--- config.mk ---
export PLATFORM = sky130hd
export DESIGN_NAME = imm_target_unit
export DESIGN_NICKNAME = d
export VERILOG_FILES = /design/src/rtl/riscv_pkg.sv /design/src/rtl/imm_decode.sv /design/src/rtl/imm_target_unit.sv
export SDC_FILE = /design/constraint.sdc
export NUM_CORES = 1
export LEC_CHECK = 0
export ABC_CLOCK_PERIOD_IN_PS = 5500
export CAP_MARGIN = 0
export CORE_MARGIN = 2
export CORE_UTILIZATION = 23
export DETAILED_ROUTE_END_ITERATION = 6
export GPL_TIMING_DRIVEN = 0
export PLACE_DENSITY = 0.45
export SKIP_CTS_REPAIR_TIMING = 1
export SLEW_MARGIN = 20
export SYNTH_ARGS = -nofsm -noshare
export SYNTH_HDL_FRONTEND = slang
export SYNTH_SLANG_ARGS = --single-unit
--- constraint.sdc ---
create_clock -name clk -period 5.5 [get_ports clk]
set_input_delay 1.375 -clock clk [delete_from_list [all_inputs] [get_ports clk]]
set_output_delay 1.375 -clock clk [all_outputs]
set_load 0.005 [all_outputs]
--- src/rtl/riscv_pkg.sv ---
// riscv_pkg -- shared RV32 decode definitions.
//   * XLEN_DEFAULT : default datapath width for the immediate/target units.
//   * OPC_*        : major opcode values (instruction[6:0]).
//   * FMT_*        : instruction format codes reported on the fmt output.
//   * imm_* helpers: extract each format's immediate as a 32-bit value with
//                    instruction[31] replicated into every upper bit.
package riscv_pkg;

    localparam int XLEN_DEFAULT = 32;

    localparam logic [6:0] OPC_LOAD   = 7'b0000011;
    localparam logic [6:0] OPC_OP_IMM = 7'b0010011;
    localparam logic [6:0] OPC_JALR   = 7'b1100111;
    localparam logic [6:0] OPC_STORE  = 7'b0100011;
    localparam logic [6:0] OPC_BRANCH = 7'b1100011;
    localparam logic [6:0] OPC_LUI    = 7'b0110111;
    localparam logic [6:0] OPC_AUIPC  = 7'b0010111;
    localparam logic [6:0] OPC_JAL    = 7'b1101111;
    localparam logic [6:0] OPC_OP     = 7'b0110011;

    localparam logic [2:0] FMT_R  = 3'd0;
    localparam logic [2:0] FMT_I  = 3'd1;
    localparam logic [2:0] FMT_S  = 3'd2;
    localparam logic [2:0] FMT_SB = 3'd3;
    localparam logic [2:0] FMT_U  = 3'd4;
    localparam logic [2:0] FMT_UJ = 3'd5;

    function automatic logic [31:0] imm_i(input logic [31:0] inst);
        return {{20{inst[31]}}, inst[31:20]};
    endfunction

    function automatic logic [31:0] imm_s(input logic [31:0] inst);
        return {{20{inst[31]}}, inst[31:25], inst[11:7]};
    endfunction

    function automatic logic [31:0] imm_b(input logic [31:0] inst);
        return {{19{inst[31]}}, inst[31], inst[7], inst[30:25], inst[11:8], 1'b0};
    endfunction

    function automatic logic [31:0] imm_u(input logic [31:0] inst);
        return {inst[31:12], 12'b0};
    endfunction

    function automatic logic [31:0] imm_j(input logic [31:0] inst);
        return {{11{inst[31]}}, inst[31], inst[19:12], inst[20], inst[30:21], 1'b0};
    endfunction

endpackage

--- src/rtl/imm_decode.sv ---
// imm_decode -- purely combinational RV32 immediate decoder.
// Ports:
//   instruction [31:0]   : instruction word
//   immediate [XLEN-1:0] : immediate, sign-extended from instruction[31]
//   fmt [2:0]            : format code (FMT_* from riscv_pkg)
//   illegal              : opcode not recognised (fmt=R, immediate=0)
module imm_decode
    import riscv_pkg::*;
#(
    parameter int XLEN = XLEN_DEFAULT
) (
    input  logic [31:0]     instruction,
    output logic [XLEN-1:0] immediate,
    output logic [2:0]      fmt,
    output logic            illegal
);

    logic [31:0] imm32;

    always_comb begin
        imm32   = '0;
        fmt     = FMT_R;
        illegal = 1'b0;
        case (instruction[6:0])
            OPC_LOAD, OPC_OP_IMM, OPC_JALR: begin
                imm32 = imm_i(instruction);
                fmt   = FMT_I;
            end
            OPC_STORE: begin
                imm32 = imm_s(instruction);
                fmt   = FMT_S;
            end
            OPC_BRANCH: begin
                imm32 = imm_b(instruction);
                fmt   = FMT_SB;
            end
            OPC_LUI, OPC_AUIPC: begin
                imm32 = imm_u(instruction);
                fmt   = FMT_U;
            end
            OPC_JAL: begin
                imm32 = imm_j(instruction);
                fmt   = FMT_UJ;
            end
            OPC_OP: begin
                imm32 = '0;
                fmt   = FMT_R;
            end
            default: begin
                illegal = 1'b1;
            end
        endcase
    end

    // Every 32-bit helper already carries instruction[31] in bit 31, so a
    // signed size cast finishes the extension for XLEN=64.
    assign immediate = XLEN'($signed(imm32));

endmodule

--- src/rtl/imm_target_unit.sv ---
// imm_target_unit -- two-stage elastic pipeline that decodes an RV32
// instruction's immediate and computes pc + immediate.
// Ports:
//   clk, reset             : clock, synchronous active-high reset
//   in_valid / in_ready    : input handshake
//   instruction [31:0], pc : input beat
//   flush                  : drop every in-flight beat on the next edge
//   out_valid / out_ready  : output handshake
//   immediate, target      : sign-extended immediate, pc + immediate
//   fmt [2:0], illegal     : format code, unrecognised opcode flag
//   ill_count [CNT_W-1:0]  : saturating count of delivered illegal beats
// For jalr the target is only pc + imm; rs1 is added further downstream.
module imm_target_unit
    import riscv_pkg::*;
#(
    parameter int XLEN  = XLEN_DEFAULT,
    parameter int CNT_W = 16
) (
    input  logic             clk,
    input  logic             reset,
    input  logic             in_valid,
    output logic             in_ready,
    input  logic [31:0]      instruction,
    input  logic [XLEN-1:0]  pc,
    input  logic             flush,
    output logic             out_valid,
    input  logic             out_ready,
    output logic [XLEN-1:0]  immediate,
    output logic [XLEN-1:0]  target,
    output logic [2:0]       fmt,
    output logic             illegal,
    output logic [CNT_W-1:0] ill_count
);

    logic [XLEN-1:0]  dec_imm;
    logic [2:0]       dec_fmt;
    logic             dec_ill;

    logic             vld_p1;
    logic [XLEN-1:0]  imm_p1;
    logic [XLEN-1:0]  pc_p1;
    logic [2:0]       fmt_p1;
    logic             ill_p1;

    logic             vld_p2;
    logic [XLEN-1:0]  imm_p2;
    logic [XLEN-1:0]  tgt_p2;
    logic [2:0]       fmt_p2;
    logic             ill_p2;

    logic [CNT_W-1:0] ill_cnt;
    logic             load_p2;
    logic             take_in;
    logic             give_out;

    imm_decode #(.XLEN(XLEN)) u_decode (
        .instruction (instruction),
        .immediate   (dec_imm),
        .fmt         (dec_fmt),
        .illegal     (dec_ill)
    );

    // Stage 2 can take a beat when empty or when its beat leaves this cycle;
    // stage 1 likewise when empty or when it moves into stage 2.
    assign load_p2  = !vld_p2 || out_ready;
    assign in_ready = !vld_p1 || load_p2;
    assign take_in  = in_valid && in_ready;
    assign give_out = vld_p2 && out_ready;

    // ---- stage 1: decoded immediate, fmt, illegal, pc ----
    always_ff @(posedge clk) begin
        if (reset) begin
            vld_p1 <= 1'b0;
            imm_p1 <= '0;
            pc_p1  <= '0;
            fmt_p1 <= FMT_R;
            ill_p1 <= 1'b0;
        end else begin
            if (flush) begin
                vld_p1 <= 1'b0;
            end else if (in_ready) begin
                vld_p1 <= in_valid;
            end
            if (take_in) begin
                imm_p1 <= dec_imm;
                pc_p1  <= pc;
                fmt_p1 <= dec_fmt;
                ill_p1 <= dec_ill;
            end
        end
    end

    // ---- stage 2: target, immediate, fmt, illegal ----
    always_ff @(posedge clk) begin
        if (reset) begin
            vld_p2 <= 1'b0;
            imm_p2 <= '0;
            tgt_p2 <= '0;
            fmt_p2 <= FMT_R;
            ill_p2 <= 1'b0;
        end else begin
            if (flush) begin
                vld_p2 <= 1'b0;
            end else if (load_p2) begin
                vld_p2 <= vld_p1;
            end
            // Data only moves with a real beat, so held outputs stay stable.
            if (vld_p1 && load_p2) begin
                imm_p2 <= imm_p1;
                tgt_p2 <= pc_p1 + imm_p1;
                fmt_p2 <= fmt_p1;
                ill_p2 <= ill_p1;
            end
        end
    end

    // ---- delivery accounting: a beat handed over during flush still counts ----
    always_ff @(posedge clk) begin
        if (reset) begin
            ill_cnt <= '0;
        end else if (give_out && ill_p2 && (ill_cnt != '1)) begin
            ill_cnt <= ill_cnt + CNT_W'(1);
        end
    end

    assign out_valid = vld_p2;
    assign immediate = imm_p2;
    assign target    = tgt_p2;
    assign fmt       = fmt_p2;
    assign illegal   = ill_p2;
    assign ill_count = ill_cnt;

endmodule

After elaboration in Yosys (flattened, before gate mapping)
Index checks and enable logic that the tools add are counted.
- flip-flop bits (word level): 154
- output and inout bits: 86
- logic and storage cells: 39
- $add $sub $neg: 2
- eq/ne operators: 10
- multiplexer cells: 3
- reduce and logical (&&, ||, !) cells: 13
- operator list (cell ; number):
    one-hot mux 32 bit (5 select lines) ; 1
    adder 32 bit ; 1
    equality test 7 x 6 -> 1 bit (second input constant) ; 3
    equality test 7 bit (second input constant) ; 3
    adder 16 x 1 -> 16 bit (second input constant) ; 1
    inequality test 16 bit (second input constant) ; 1
    one-hot mux 3 bit (5 select lines) ; 1
    equality test 7 x 5 -> 1 bit (second input constant) ; 2
    OR reduction 9 bit ; 1
    equality test 7 x 2 -> 1 bit (second input constant) ; 1
    logical AND 1 bit ; 5
    OR reduction 2 bit ; 2
    OR reduction 3 bit ; 1
    zero test 1 bit ; 2
    logical OR 1 bit ; 2
    2-to-1 mux 1 bit ; 1

Depth between registers and ports, before layout
Gate-level depths: netlist of run 1.
- word-level depth: 4
- gate-level depth with buffers: 9
- mapped depth without buffers: 9

By module
Synthesis of run 1 repeated with hierarchy kept, for this count alone.
- cells, all modules: 976
- area, all modules: 7609.8 µm²
- by module, submodules not included (module ; instances ; cells each ; area an instance (µm²) ; sequential area each (µm²)):
    imm_target_unit ; 1 ; 893 ; 6986.7 ; 3083.0
    imm_decode ; 1 ; 83 ; 623.1 ; 0.0

Least setup slack after synthesis of run 1
Ideal clock, no wire load.
- kind: input -> output
- start point: input out_ready
- end point: output in_ready
- data arrival time: 1.697 ns
- required time: 4.125 ns
- slack: 2.428 ns
- stages: 2
- path buffers: 0
- cells stage by stage: nor2b_1 nand2_1
- cells in the longest elaborated chain, start to end: 2
- ends and longest elaborated chain (item ; line ; RTL):
    start, declared ; imm_target_unit.sv:27 ; input logic out_ready,
    logical OR 1 bit ; imm_target_unit.sv:65 ; assign load_p2 = !vld_p2 || out_ready;
    logical OR 1 bit ; imm_target_unit.sv:66 ; assign in_ready = !vld_p1 || load_p2;
    end, declared ; imm_target_unit.sv:22 ; output logic in_ready,
No other way between the ends.

Worst setup path in the final report of run 1
Same ends and word-level chain as after synthesis.

==> results of run 1 <==
==> worst max-delay path by stage <==
stage | to | cells after the start | startpoint
after CTS | in_ready | 4 | out_ready
after detailed placement | immediate[15] | 8 | out_ready
after floorplan | in_ready | 2 | out_ready
final | in_ready | 4 | out_ready
after global routing | in_ready | 4 | out_ready
after global placement | immediate[14] | 8 | out_ready
==> layout make-up <==
| cell class | instances | area, um2 |
|---|---|---|
| inverters | 16 | 60.1 |
| well taps | 448 | 561 |
| clock buffers | 17 | 425 |
| clock inverters | 14 | 183 |
| flip-flops and latches | 154 | 3080 |
| multi-input cells | 740 | 4270 |
| fillers | 3592 | 23000 |
| plain buffers | 67 | 372 |
| repair buffers | 152 | 1520 |
==> through the flow <==
| step | setup slack, ps | hold slack, ps | cell area, um2 | utilization (%) | power [mW] |
|---|---|---|---|---|---|
| 2_1_floorplan | 2430 | 432 | 7790 | - | 1.30 |
| 3_3_place_gp | 1220 | 443 | 9870 | 29.5 | 1.43 |
| 3_5_place_dp | 1190 | 446 | 9870 | 29.5 | 1.43 |
| 4_1_cts | 1450 | 457 | 10500 | 31.3 | 2.69 |
| 5_1_grt | 1360 | 475 | 10500 | 31.3 | 2.76 |
| 6_report | 1440 | 454 | 10500 | 31.3 | 2.66 |
==> per-layer routing <==
layer	vias to the layer above	GRT usage, %	routed length, um
li1	3807	-	-
met1	3574	23.5	14700
met2	183	27.5	13800
met3	22	2.83	1230
met4	0	3.79	371
met5	-	0	0
==> sequential cells by signal, summed over array words and instances (netlist names) <==
register and flops:
ill_count 16, pc_p1 32, out_valid 1, imm_p1 32, vld_p1 1, ill_p1 1, illegal 1, immediate 32
fmt_p1 3, fmt 3, target 32
==> Yosys cell counts, drive strengths merged, types with 11 or more instances <==
cell,count,area [um2]
a21o,13,100
dfxtp,154,3080
a21oi,144,721
xnor2,17,149
o211ai,11,82.6
ha,32,400
nor2,66,248
nand2,205,769
nand3,25,125
a22oi,11,82.6
nand4,26,169
o21ai,29,149
nor3,15,75.1
inv,16,60.1
a2bb2oi,19,166
clkbuf,57,294
==> cell families after synthesis <==
logic type | count (synthesis) | share of synthesized area (%)
AOI/OAI and AO/OA | 281 | 22.8
muxes | 8 | 1.03
adders and majority gates | 33 | 5.40
xor gates and xnor gates | 26 | 2.92
buffers and inverters | 83 | 5.54
and+or+nand+nor | 392 | 22.7
DFF | 154 | 39.6
==> worst max-delay path, stage by stage <==
cell and delay, ps:
clkdlybuf4s50_1 420, nor2b_1 280, nand2_1 140, clkdlybuf4s50_1 470
==> power by group <==
group          internal, mW  switching [mW]
clock network         0.724           0.533
logic                 0.104           0.146
registers              1.14          0.0153
==> results.md, run 1 <==
* Outcome: finished, final reports clean
* Arrival @ worst endpoint at approximately 2700 ps
* Hold endpoint: target[14]
* Max Cap Violations at 0
* Relative slew margins at between 30 and 40%
* Total negative slack at 0 ps
* 1st-iter DRT viols at 431
* Tcrit/Tclk final at 73.9%
* Reg clk slew, reported paths at ~60 ps
* Hold depth at 2
* RSZ-0062 raised after global routing: no
* Kind of critical path: in -> out
* Largest net degree at the start of global routing at 17
* Slew Limit Fails at 0
* Avg Cell Area, Syn at roughly 8.0 um2
* Worst skew pair latency at 430 ps
* Ant. Diodes at 0
* Layout Cells excl Fill at 1608
* PD cells at 254 nW/um2
* Core Region at approximately 33000 um2
* Grt total ovfl at 0
* Final setup viols at 0
* Starting Density at a little under a quarter
* Clock skew at 11.5 ps
* CP Max Fanout at 5
* DR vias/cell at between 4 and 5
* Crit path capture type: output pin
* Path depth of the worst reg2reg path at 7
* Post-synthesis cell area at between 7000 and 8000 um2
* Vias in the first global route at between 7000 and 8000
* DR pass1 iterations at 5
* Routed len/inst at 18.7 um
* Detailed Place HPWL at 23.5 mm
* Chip Width at 188 um
* Startpoint types: primary input
* R2R Setup Slk at 2620 ps
* Placed cells at 1577
* Async S/R FF share, synth at 0%
* Most common cell after layout, fill and taps aside: nand2_1
* Drt total wl at 30.1 mm
* Post-synthesis sequential area ratio at 39.6%
* Worst VDD drop at 180 uV
* GRT Overall Usage at around 17%
* Hold path startpoint: target[14]
* Synth Warn # at 0
* Mapped Nets at 1079
* Worst hold path class: reg -> reg
* IO buf count at 152
* Antenna violations before repair at 0
* Die area at 35400 um2
* Critical Path RT at just over 4000 ps
* Area Overhead vs Synth at 34.5%
* Cells after synthesis at 977
* H-tree depth at 4
* Worst-Margin Slew at 905 ps
* Most frequent cells in the layout: nand2_1 (205), dfxtp_1 (154), clkdlybuf4s50_1 (152)
* Boundary pin count at roughly 160
* Fin crit period at just over 4000 ps
* #FFs+latches synth at 154
* Cts bufs inserted at 17
* Max Buffers Root-to-Sink at 2
* Lkg Pwr at between 3 and 4 nW
* CTS root buffer: clkbuf_16
* Die Height at 188 um
* Final hold violations at 0
* EDFF count, synth at 0
* Layout cells sized above 1 at roughly 5.3%
* Row count at 67
* RR Startpoint: out_valid
* R2R Path End: immediate[17]
* CTS tree: done
* Yosys cell types at 75
* Fmax at 246 MHz
* CTS sink cnt at 154
* Ys flop type: dfxtp_1
* Post-route DRC at 0
* Gpl congestion at 0.880
* First-pass GRT wire length at 45.5 mm
* Final #Nets at 1250
* ANT nets after route at 0
* DR vias at 7586
Power figures use the tool's default switching activity.
==> run 2: changes to the inputs <==
--- a/config.mk
+++ b/config.mk
@@ -5,7 +5,7 @@
 export SDC_FILE = /design/constraint.sdc
 export NUM_CORES = 1
 export LEC_CHECK = 0
-export ABC_CLOCK_PERIOD_IN_PS = 5500
+export ABC_CLOCK_PERIOD_IN_PS = 3900
 export CAP_MARGIN = 0
 export CORE_MARGIN = 2
 export CORE_UTILIZATION = 23
==> constraint.sdc (replaced) <==
create_clock -name clk -period 3.9 [get_ports clk]
set_input_delay 0.975 -clock clk [delete_from_list [all_inputs] [get_ports clk]]
set_output_delay 0.975 -clock clk [all_outputs]
set_load 0.005 [all_outputs]
==> results of run 2 <==
The final DEF is identical to that of run 1. Status: finished, final reports clean.
Among the figures that moved: setup slack after placement 1190 ps -> -5.82 ps; setup slack after layout 1440 ps -> 431 ps; end point of the critical path in_ready -> immediate[17]; register-to-register setup slack 2620 ps -> 1020 ps; total power 2.66 mW -> 3.75 mW; worst IR drop on VDD 180 uV -> 254 uV
